--- src/rtl/fifo_pkg.sv ---
// Shared types, default sizes and the rotate-priority search used by the
// FIFO write-side arbiter and any future read-side scheduler.
package fifo_pkg;

    typedef enum logic {
        IDLE  = 1'b0,
        GRANT = 1'b1
    } arb_state_t;

    localparam int DEF_NREQ      = 4;
    localparam int DEF_DWIDTH    = 8;
    localparam int DEF_MAX_BURST = 4;
    localparam int DEF_IDLE_TMO  = 8;

    localparam int MAX_NREQ   = 32;
    localparam int MAX_NREQ_W = $clog2(MAX_NREQ);

    function automatic int id_width(input int n);
        return (n > 1) ? $clog2(n) : 1;
    endfunction

    function automatic int cnt_width(input int max_val);
        return $clog2(max_val + 1);
    endfunction

    // First set bit of req searching last_id+1 .. last_id+nreq, modulo nreq.
    // Iterating from the far end lets the nearest candidate overwrite the rest.
    function automatic int rr_next(input logic [MAX_NREQ-1:0] req,
                                   input int last_id,
                                   input int nreq);
        int pick;
        int idx;
        pick = 0;
        for (int k = MAX_NREQ; k >= 1; k--) begin
            if (k <= nreq) begin
                idx = (last_id + k) % nreq;
                if (req[idx[MAX_NREQ_W-1:0]]) begin
                    pick = idx;
                end
            end
        end
        return pick;
    endfunction

endpackage

--- src/rtl/fifo_wr_arbiter_if.sv ---
// Requester / FIFO write-port bundle. master drives the requests and the
// full flag; slave is the arbiter side.
interface fifo_wr_arbiter_if
    import fifo_pkg::*;
#(
    parameter int NREQ   = DEF_NREQ,
    parameter int DWIDTH = DEF_DWIDTH,
    parameter int ID_W   = id_width(NREQ)
);
    logic [NREQ-1:0]        req_valid;
    logic [NREQ*DWIDTH-1:0] req_data;
    logic [NREQ-1:0]        req_last;
    logic [NREQ-1:0]        req_ready;
    logic                   wr_full;
    logic                   wren;
    logic [DWIDTH-1:0]      wdata;
    logic [ID_W-1:0]        gnt_id;
    logic                   gnt_active;

    modport master (
        output req_valid, req_data, req_last, wr_full,
        input  req_ready, wren, wdata, gnt_id, gnt_active
    );

    modport slave (
        input  req_valid, req_data, req_last, wr_full,
        output req_ready, wren, wdata, gnt_id, gnt_active
    );
endinterface

--- src/rtl/fifo_wr_arbiter_rr_picker.sv ---
// Combinational round-robin selector: nearest requester after last_id.
module rr_picker
    import fifo_pkg::*;
#(
    parameter int NREQ = DEF_NREQ,
    parameter int ID_W = id_width(NREQ)
) (
    input  logic [NREQ-1:0] req,
    input  logic [ID_W-1:0] last_id,
    output logic [ID_W-1:0] next_id,
    output logic            any_req
);
    logic [MAX_NREQ-1:0] req_ext;

    always_comb begin
        req_ext = MAX_NREQ'(req);
        any_req = |req;
        next_id = ID_W'(rr_next(req_ext, int'(last_id), NREQ));
    end
endmodule

--- src/rtl/fifo_wr_arbiter.sv ---
// Round-robin burst arbiter sharing one async-FIFO write port among NREQ
// requesters; one bubble cycle per grant, stalls cleanly on wr_full.
module fifo_wr_arbiter
    import fifo_pkg::*;
#(
    parameter int NREQ      = DEF_NREQ,
    parameter int DWIDTH    = DEF_DWIDTH,
    parameter int MAX_BURST = DEF_MAX_BURST,
    parameter int IDLE_TMO  = DEF_IDLE_TMO
) (
    input  logic              wclk,
    input  logic              wrst_n,
    fifo_wr_arbiter_if.slave  bus
);
    localparam int ID_W   = id_width(NREQ);
    localparam int BEAT_W = cnt_width(MAX_BURST);
    localparam int TMO_W  = cnt_width(IDLE_TMO);

    arb_state_t        state, state_next;
    logic [ID_W-1:0]   gnt_id_q, gnt_id_next;
    logic [ID_W-1:0]   last_id, last_id_next;
    logic [ID_W-1:0]   pick_id;
    logic              gnt_active_q, gnt_active_next;
    logic [BEAT_W-1:0] beat_cnt, beat_cnt_next;
    logic [TMO_W-1:0]  tmo_cnt, tmo_cnt_next;
    logic              any_req;
    logic              owner_valid;
    logic              owner_last;
    logic              wren_int;
    logic              release_now;

    rr_picker #(
        .NREQ (NREQ),
        .ID_W (ID_W)
    ) picker (
        .req     (bus.req_valid),
        .last_id (last_id),
        .next_id (pick_id),
        .any_req (any_req)
    );

    assign owner_valid    = bus.req_valid[gnt_id_q];
    assign owner_last     = bus.req_last[gnt_id_q];
    assign bus.wren       = wren_int;
    assign bus.gnt_id     = gnt_id_q;
    assign bus.gnt_active = gnt_active_q;

    always_ff @(posedge wclk) begin
        if (!wrst_n) begin
            state        <= IDLE;
            gnt_id_q     <= '0;
            gnt_active_q <= 1'b0;
            last_id      <= ID_W'(NREQ - 1);
            beat_cnt     <= '0;
            tmo_cnt      <= '0;
        end else begin
            state        <= state_next;
            gnt_id_q     <= gnt_id_next;
            gnt_active_q <= gnt_active_next;
            last_id      <= last_id_next;
            beat_cnt     <= beat_cnt_next;
            tmo_cnt      <= tmo_cnt_next;
        end
    end

    // A full stall freezes both counters, so it can never force a release.
    always_comb begin
        state_next      = state;
        gnt_id_next     = gnt_id_q;
        gnt_active_next = gnt_active_q;
        last_id_next    = last_id;
        beat_cnt_next   = beat_cnt;
        tmo_cnt_next    = tmo_cnt;
        release_now     = 1'b0;
        case (state)
            IDLE: begin
                if (any_req) begin
                    state_next      = GRANT;
                    gnt_id_next     = pick_id;
                    gnt_active_next = 1'b1;
                    beat_cnt_next   = '0;
                    tmo_cnt_next    = '0;
                end
            end
            GRANT: begin
                if (wren_int) begin
                    beat_cnt_next = beat_cnt + BEAT_W'(1);
                    tmo_cnt_next  = '0;
                    release_now   = owner_last || (beat_cnt_next == BEAT_W'(MAX_BURST));
                end else if (!bus.wr_full) begin
                    tmo_cnt_next = tmo_cnt + TMO_W'(1);
                    release_now  = (tmo_cnt_next == TMO_W'(IDLE_TMO));
                end
                if (release_now) begin
                    state_next      = IDLE;
                    gnt_active_next = 1'b0;
                    last_id_next    = gnt_id_q;
                    beat_cnt_next   = '0;
                    tmo_cnt_next    = '0;
                end
            end
            default: state_next = IDLE;
        endcase
    end

    always_comb begin
        bus.req_ready = '0;
        wren_int      = 1'b0;
        bus.wdata     = bus.req_data[int'(gnt_id_q)*DWIDTH +: DWIDTH];
        if (state == GRANT) begin
            bus.req_ready[gnt_id_q] = !bus.wr_full;
            wren_int                = owner_valid && !bus.wr_full;
        end
    end
endmodule

--- src/flat_wrapper.sv ---
// flat-port wrapper written by rule: the top's interface ports become plain ports
module fifo_wr_arbiter_flat import fifo_pkg::*;
#(
    parameter int NREQ      = DEF_NREQ,
    parameter int DWIDTH    = DEF_DWIDTH,
    parameter int MAX_BURST = DEF_MAX_BURST,
    parameter int IDLE_TMO  = DEF_IDLE_TMO
)
  (wclk, wrst_n, bus_req_valid, bus_req_data, bus_req_last, bus_wr_full, bus_req_ready, bus_wren, bus_wdata, bus_gnt_id, bus_gnt_active);
  fifo_wr_arbiter_if #(.NREQ(NREQ), .DWIDTH(DWIDTH)) bus_i ();
  input  logic wclk;
  input  logic wrst_n;
  input wire logic [$bits(bus_i.req_valid)-1:0] bus_req_valid;
  input wire logic [$bits(bus_i.req_data)-1:0] bus_req_data;
  input wire logic [$bits(bus_i.req_last)-1:0] bus_req_last;
  input wire logic [$bits(bus_i.wr_full)-1:0] bus_wr_full;
  output wire logic [$bits(bus_i.req_ready)-1:0] bus_req_ready;
  output wire logic [$bits(bus_i.wren)-1:0] bus_wren;
  output wire logic [$bits(bus_i.wdata)-1:0] bus_wdata;
  output wire logic [$bits(bus_i.gnt_id)-1:0] bus_gnt_id;
  output wire logic [$bits(bus_i.gnt_active)-1:0] bus_gnt_active;
  assign bus_i.req_valid = bus_req_valid;
  assign bus_i.req_data = bus_req_data;
  assign bus_i.req_last = bus_req_last;
  assign bus_i.wr_full = bus_wr_full;
  assign bus_req_ready = bus_i.req_ready;
  assign bus_wren = bus_i.wren;
  assign bus_wdata = bus_i.wdata;
  assign bus_gnt_id = bus_i.gnt_id;
  assign bus_gnt_active = bus_i.gnt_active;
  fifo_wr_arbiter #(.NREQ(NREQ), .DWIDTH(DWIDTH), .MAX_BURST(MAX_BURST), .IDLE_TMO(IDLE_TMO)) u_core (.wclk(wclk), .wrst_n(wrst_n), .bus(bus_i));
endmodule
--- config.mk ---
export PLATFORM = sky130hd
export DESIGN_NAME = fifo_wr_arbiter_flat
export DESIGN_NICKNAME = d
export VERILOG_FILES = /design/src/rtl/fifo_pkg.sv /design/src/rtl/fifo_wr_arbiter_if.sv /design/src/rtl/fifo_wr_arbiter_rr_picker.sv /design/src/rtl/fifo_wr_arbiter.sv /design/src/flat_wrapper.sv
export SDC_FILE = /design/constraint.sdc
export NUM_CORES = 1
export LEC_CHECK = 0
export CAP_MARGIN = 20
export CORE_MARGIN = 2
export CORE_UTILIZATION = 41
export CTS_CLUSTER_DIAMETER = 100
export DETAILED_ROUTE_END_ITERATION = 7
export GPL_ROUTABILITY_DRIVEN = 1
export GPL_TIMING_DRIVEN = 1
export PLACE_DENSITY = 0.85
export SYNTH_ARGS = -nofsm -noshare
export SYNTH_HDL_FRONTEND = slang
export SYNTH_SLANG_ARGS = --single-unit
export TNS_END_PERCENT = 50
--- constraint.sdc ---
create_clock -name wclk -period 5.4 [get_ports wclk]
set_input_delay 1.08 -clock wclk [delete_from_list [all_inputs] [get_ports wclk]]
set_output_delay 1.08 -clock wclk [all_outputs]
set_load 0.05 [all_outputs]
Yosys cells after proc, flatten, opt, wreduce, memory -nomap -nowiden
Index checks and enable logic that the tools add are counted.
Widths: inputs -> output; s select.

storage, ports and cells
  memory bits (read-only) = 0
  memories = 0
  output and inout bits = 16
  bits in writable memories = 0
  bits in latches = 0
  word-level logic and storage cells = 83
  flip-flop bits (word level) = 13

cells by class
  reduce and logical (&&, ||, !) cells = 14
  equal/unequal tests = 6
  shifts and indexed selects = 1
  order comparisons = 6
  add/subtract/negate cells = 6
  multiplexer cells = 38
  bitwise logic cells = 6
  div/mod/pow operators = 0
  multiply operators = 0

operator list
  cell                 count
  $shiftx 32x6->8      1
  $lt 5x6->1 const B   4
  $mux 4               5
  $mux 1               15
  $bmux 1 s3           4
  $reduce_and 2->1     5
  $mux 3               3
  $mux 2               4
  $pmux 4 s2           1
  $reduce_or 2->1      4
  $pmux 3 s2           1
  $add 2x1->2 const B  2
  $add 2x2->2 const B  2
  $add 4x1->4 const B  1
  $and 1x1->1 const A  4
  $and 4x4->4          1
  $bmux 1 s2           2
  $eq 4x4->1 const B   1
  $ne 4x4->1 const B   1
  $pmux 1 s2           2
  $reduce_or 4->1      1
  $add 3x1->3 const B  1
  $eq 3x3->1 const B   1
  $lt 2x3->1 const B   1
  9 further kinds      10

Depth between registers and ports, before layout
  depth in word-level cells = 9
  mapped depth = 7

Modules after synthesis
A second synthesis with hierarchy kept.

unflattened totals
  cells, all modules = 111
  area total of the unflattened synthesis = 1093.5 µm²

by module, submodules not included
  module           cells each  sequential area each (µm²)  area an instance (µm²)  instances
  fifo_wr_arbiter  97          260.2                       1002.2                  1
  rr_picker        14          0.0                         91.3                    1

Worst setup path before layout
Ideal clock, no wire load.

  kind = input to output
  start point = input bus_wr_full
  end point = output bus_req_ready[0]
  stages on the path = 2
  setup slack = 2.208 ns
  buffers on the path = 0
  data arrival time = 2.112 ns
  cells stage by stage = or3b_4 -> nor2_1

on the way
  longest elaborated chain between the ends = 3

ends and longest elaborated chain
  item                   RTL line                text
  from (decl)            flat_wrapper.sv:16      input wire logic [$bits(bus_i.wr_full)-1:0] bus_wr_full;
  $logic_not 1->1        --
  $and 4x4->4 (no line)  --
  $mux 4                 fifo_wr_arbiter.sv:110  if (state == GRANT) begin
  to (decl)              flat_wrapper.sv:17      output wire logic [$bits(bus_i.req_ready)-1:0] bus_req_ready;

No other way between the ends.

Final worst setup path
  start point = input bus_wr_full
  end point = output bus_wren

on the way
  longest elaborated chain between the ends = 3

ends and longest elaborated chain
  item               RTL line                text
  $logic_not 1->1    --
  $logic_and 1x1->1  fifo_wr_arbiter.sv:112  wren_int = owner_valid && !bus.wr_full;
  $mux 1             fifo_wr_arbiter.sv:110
  to (decl)          flat_wrapper.sv:18      output wire logic [$bits(bus_i.wren)-1:0] bus_wren;

No other way between the ends.

==> results.sh <==
export IMPL_yosys_area_share_xor_xnor=0.0166
export IMPL_synthTopCellsByCount="dfxtp_1 (13), nor2_1 (12), mux4_2 (9), a21oi_1 (8), nand2_1 (8)"
export IMPL_fin_cells=202
export IMPL_vdd_drop_max_v=0.000147
export IMPL_p_clk_frac=0.199
export IMPL_core_um2=2450
export IMPL_worstPathMaxFanout=5
export IMPL_reg2reg_from="u_core.bus.gnt_id[0]$_SDFFE_PN0P_"
export IMPL_use_met3=0.0546
export IMPL_clkTransAtPathRegs_ns=0.07
export IMPL_cts_resized=0
export IMPL_synth_compound_area_frac=0.223
export IMPL_critPathSlowestCell="clkdlybuf4s50_1"
export IMPL_cts_buffer_depth=2
export IMPL_power_leakage_nw=0.605
export IMPL_comb_power_share=0.445
export IMPL_switching_share=0.366
export IMPL_synthAdderAreaFrac=0.0475
export IMPL_hold_violations=0
export IMPL_io_pins=59
export IMPL_wirelength_mm=3.25
export IMPL_syn_nets=161
export IMPL_n_antenna_cell=0
export IMPL_ys_async_sr_fraction=0
export IMPL_path_buf_inv=3
export IMPL_muxShareOfSynthArea=0.232
export IMPL_rsz0062_at_grt="no"
export IMPL_grt_overflow_total=0
export IMPL_synth_top_area_cell="dfxtp_1"
export IMPL_met1_usage=0.215
export IMPL_place_gp_congestion=0.760
export IMPL_row_count=18
export IMPL_first_pass_iters=4
export IMPL_end_kind="output pin"
export IMPL_synth_seq_area_share=0.247
export IMPL_path_cells="clkdlybuf4s50_1 -> or3b_4 -> o22a_4 -> clkinv_2 -> clkdlybuf4s50_1"
export IMPL_groute_usage_overall=0.209
export IMPL_yosys_warnings=0
export IMPL_cp_arrival_ns=3.08
export IMPL_grt_pass1_vias=961
export IMPL_setup_tns_ns=0
export IMPL_avgSynthCellArea_um2=9.24
export IMPL_placed_cells=198
export IMPL_status="completed"
export IMPL_area_growth_syn_to_layout_pct=59.4
export IMPL_synth_top_cell_area_share=0.247
export IMPL_use_met2=0.383
export IMPL_antenna_found_initial=0
export IMPL_hp_class="reg2reg"
export IMPL_pwr_share_seq=0.356
export IMPL_die_area_um2=2990
export IMPL_grt_first_pass_wirelength_mm=4.40
export IMPL_critPathMaxStageDelay_ns=0.80
export IMPL_vias=1115
export IMPL_dp_final_hpwl_mm=2.68
export IMPL_yosysUniqueCellTypes=40
export IMPL_yosysMostFrequentCell="dfxtp_1"
export IMPL_cp_start_kind="primary input"
export IMPL_die_y_um=54.7
export IMPL_critPathTopFamily="buffers and inverters"
export IMPL_cts_tree="yes"
export IMPL_clkLatencyLatePin_ns=0.29
export IMPL_finalSetupViolations=0
export IMPL_grt_start_max_net_pins=18
export IMPL_grt_busiest_layer="met2"
export IMPL_min_period_over_period=0.770
export IMPL_synth_top_family_by_area="multiplexers"
export IMPL_synth_area_leaders="dfxtp_1 (25%), mux4_2 (19%), ha_1 (4.8%)"
export IMPL_synth_edf_count=0
export IMPL_synth_simple_area_share=0.186
export IMPL_layout_drive_gt1_share=0.116
export IMPL_power_internal_mw=0.199
export IMPL_layout_nets=220
export IMPL_drc=0
export IMPL_worstSetupPathType="in2out"
export IMPL_reg2reg_depth=4
export IMPL_cts_setup_buffers=0
export IMPL_initial_utilization=0.429
export IMPL_fin_crit_ns=4.16
export IMPL_synth_flop_cell="dfxtp_1"
export IMPL_ys_ff_latch=13
export IMPL_worstPathRequired_ns=4.32
export IMPL_p_switching_mw=0.115
export IMPL_power_total_mw=0.313
export IMPL_cts_sinks=13
export IMPL_p_per_area_nw_per_um2=187
export IMPL_nFillCells=188
export IMPL_fmax_mhz=240
export IMPL_io_buffers=58
export IMPL_h_tree_depth=1
export IMPL_drv_slew=0
export IMPL_tightest_slew_ns=0.847
export IMPL_crit_path_frequent_cell="clkdlybuf4s50_1"
export IMPL_ant_nets=0
export IMPL_slew_headroom=0.434
export IMPL_r2r_end="u_core.last_id[0]$_SDFFE_PN1P_"
export IMPL_holdPathStages=2
export IMPL_syn_area_um2=1050
export IMPL_drtIter0Drc=11
export IMPL_routedWlPerCell_um=16.1
export IMPL_final_setup_skew_ns=0.00796
export IMPL_whs_endpoint="u_core.bus.gnt_active$_SDFFE_PN0P_"
export IMPL_cts_root_buffer="clkbuf_4"
export IMPL_routed_via_density=5.52
export IMPL_hold_buffers=0
export IMPL_cts_made_buffers=3
export IMPL_reg2reg_slack_ns=2.97
export IMPL_die_w_um=54.7
export IMPL_worstHoldStart="u_core.bus.gnt_active$_SDFFE_PN0P_"
export IMPL_netlist_instances=114
export IMPL_drv_cap=0
==> metal layers <==
metal	wire (um)	vias to the layer above
li1	-	548
met3	444	5
met5	0	-
met2	1600	49
met1	1150	513
met4	56	0
==> worst max path at each step <==
stage                 from                to  slack, ns  cells after the start
6_report       bus_wr_full          bus_wren       1.24                      5
5_1_grt        bus_wr_full          bus_wren       1.20                      5
4_1_cts        bus_wr_full          bus_wren       1.25                      5
3_5_place_dp   bus_wr_full          bus_wren       1.26                      5
3_3_place_gp   bus_wr_full          bus_wren       1.26                      5
2_1_floorplan  bus_wr_full  bus_req_ready[0]       2.21                      2
==> power by group through the flow <==
stage	logic [mW]	clock network [mW]	registers, mW
after floorplan	0.0790	0	0.113
after global placement	0.138	0	0.113
after detailed placement	0.140	0	0.114
after CTS	0.140	0.0631	0.112
after global routing	0.147	0.0675	0.113
final	0.139	0.0625	0.111
==> worst reg2reg max path, cell delays in order, from the launching register on <==
cell,delay [ns]
dfxtp_1,0.88
mux4_2,0.66
a211oi_4,0.35
nor3_2,0.12
a211o_1,0.31
==> stage by stage <==
step           utilization  setup WS, ns  area [um2]  hold WS, ns
6_report             0.684          1.24        1680        0.478
5_1_grt              0.684          1.20        1680        0.510
4_1_cts              0.684          1.25        1680        0.486
3_5_place_dp         0.673          1.26        1650        0.475
3_3_place_gp         0.673          1.26        1650        0.447
2_1_floorplan            -          2.21        1050        0.473
==> layout make-up <==
cell class	count	area, um2	area share
multi-input cells	89	743	0.443
repair buffers	58	581	0.346
flip-flops and latches	13	260	0.155
well taps	30	37.5	0.0224
inverters	8	31.3	0.0186
clock buffers	4	26.3	0.0156
==> kinds of logic (layout without fill, tap and decap cells) <==
logic type / Yosys count / after routing
compound gates: 32 / 32
xor+xnor: 2 / 2
fa+ha+maj: 4 / 4
buf+inv: 12 / 70
flops: 13 / 13
mux: 13 / 13
simple gates: 38 / 38
==> sequential cells by signal, indices dropped and copies added, names as in the netlist <==
register,flops
u_core.state,1
u_core.last_id,2
u_core.beat_cnt,3
u_core.bus.gnt_active,1
u_core.bus.gnt_id,2
u_core.tmo_cnt,4
==> cell usage in the layout (no fill, tap or decap), drive strengths merged <==
| cell type | n |
|---|---|
| ha | 4 |
| nor4 | 1 |
| nand3b | 2 |
| or4 | 1 |
| nor3 | 4 |
| o211ai | 3 |
| nor2 | 12 |
| o22a | 1 |
| nand3 | 2 |
| o21a | 1 |
| inv | 7 |
| a21o | 1 |
| clkdlybuf4s50 | 58 |
| xor2 | 1 |
| mux2 | 1 |
| nand2b | 1 |
| a211oi | 3 |
| o221ai | 1 |
| a21oi | 9 |
| mux4 | 9 |
| nand4b | 1 |
| nand2 | 8 |
| a211o | 2 |
| clkinv | 1 |
| o22ai | 1 |
| o31a | 2 |
| o32ai | 1 |
| mux2i | 3 |
| or3b | 1 |
| o21ai | 6 |
| dfxtp | 13 |
| nor2b | 2 |
| and2 | 3 |
| xnor2 | 1 |
| a31oi | 1 |
| clkbuf | 4 |
Note: power is estimated with default switching activity, not from simulation.
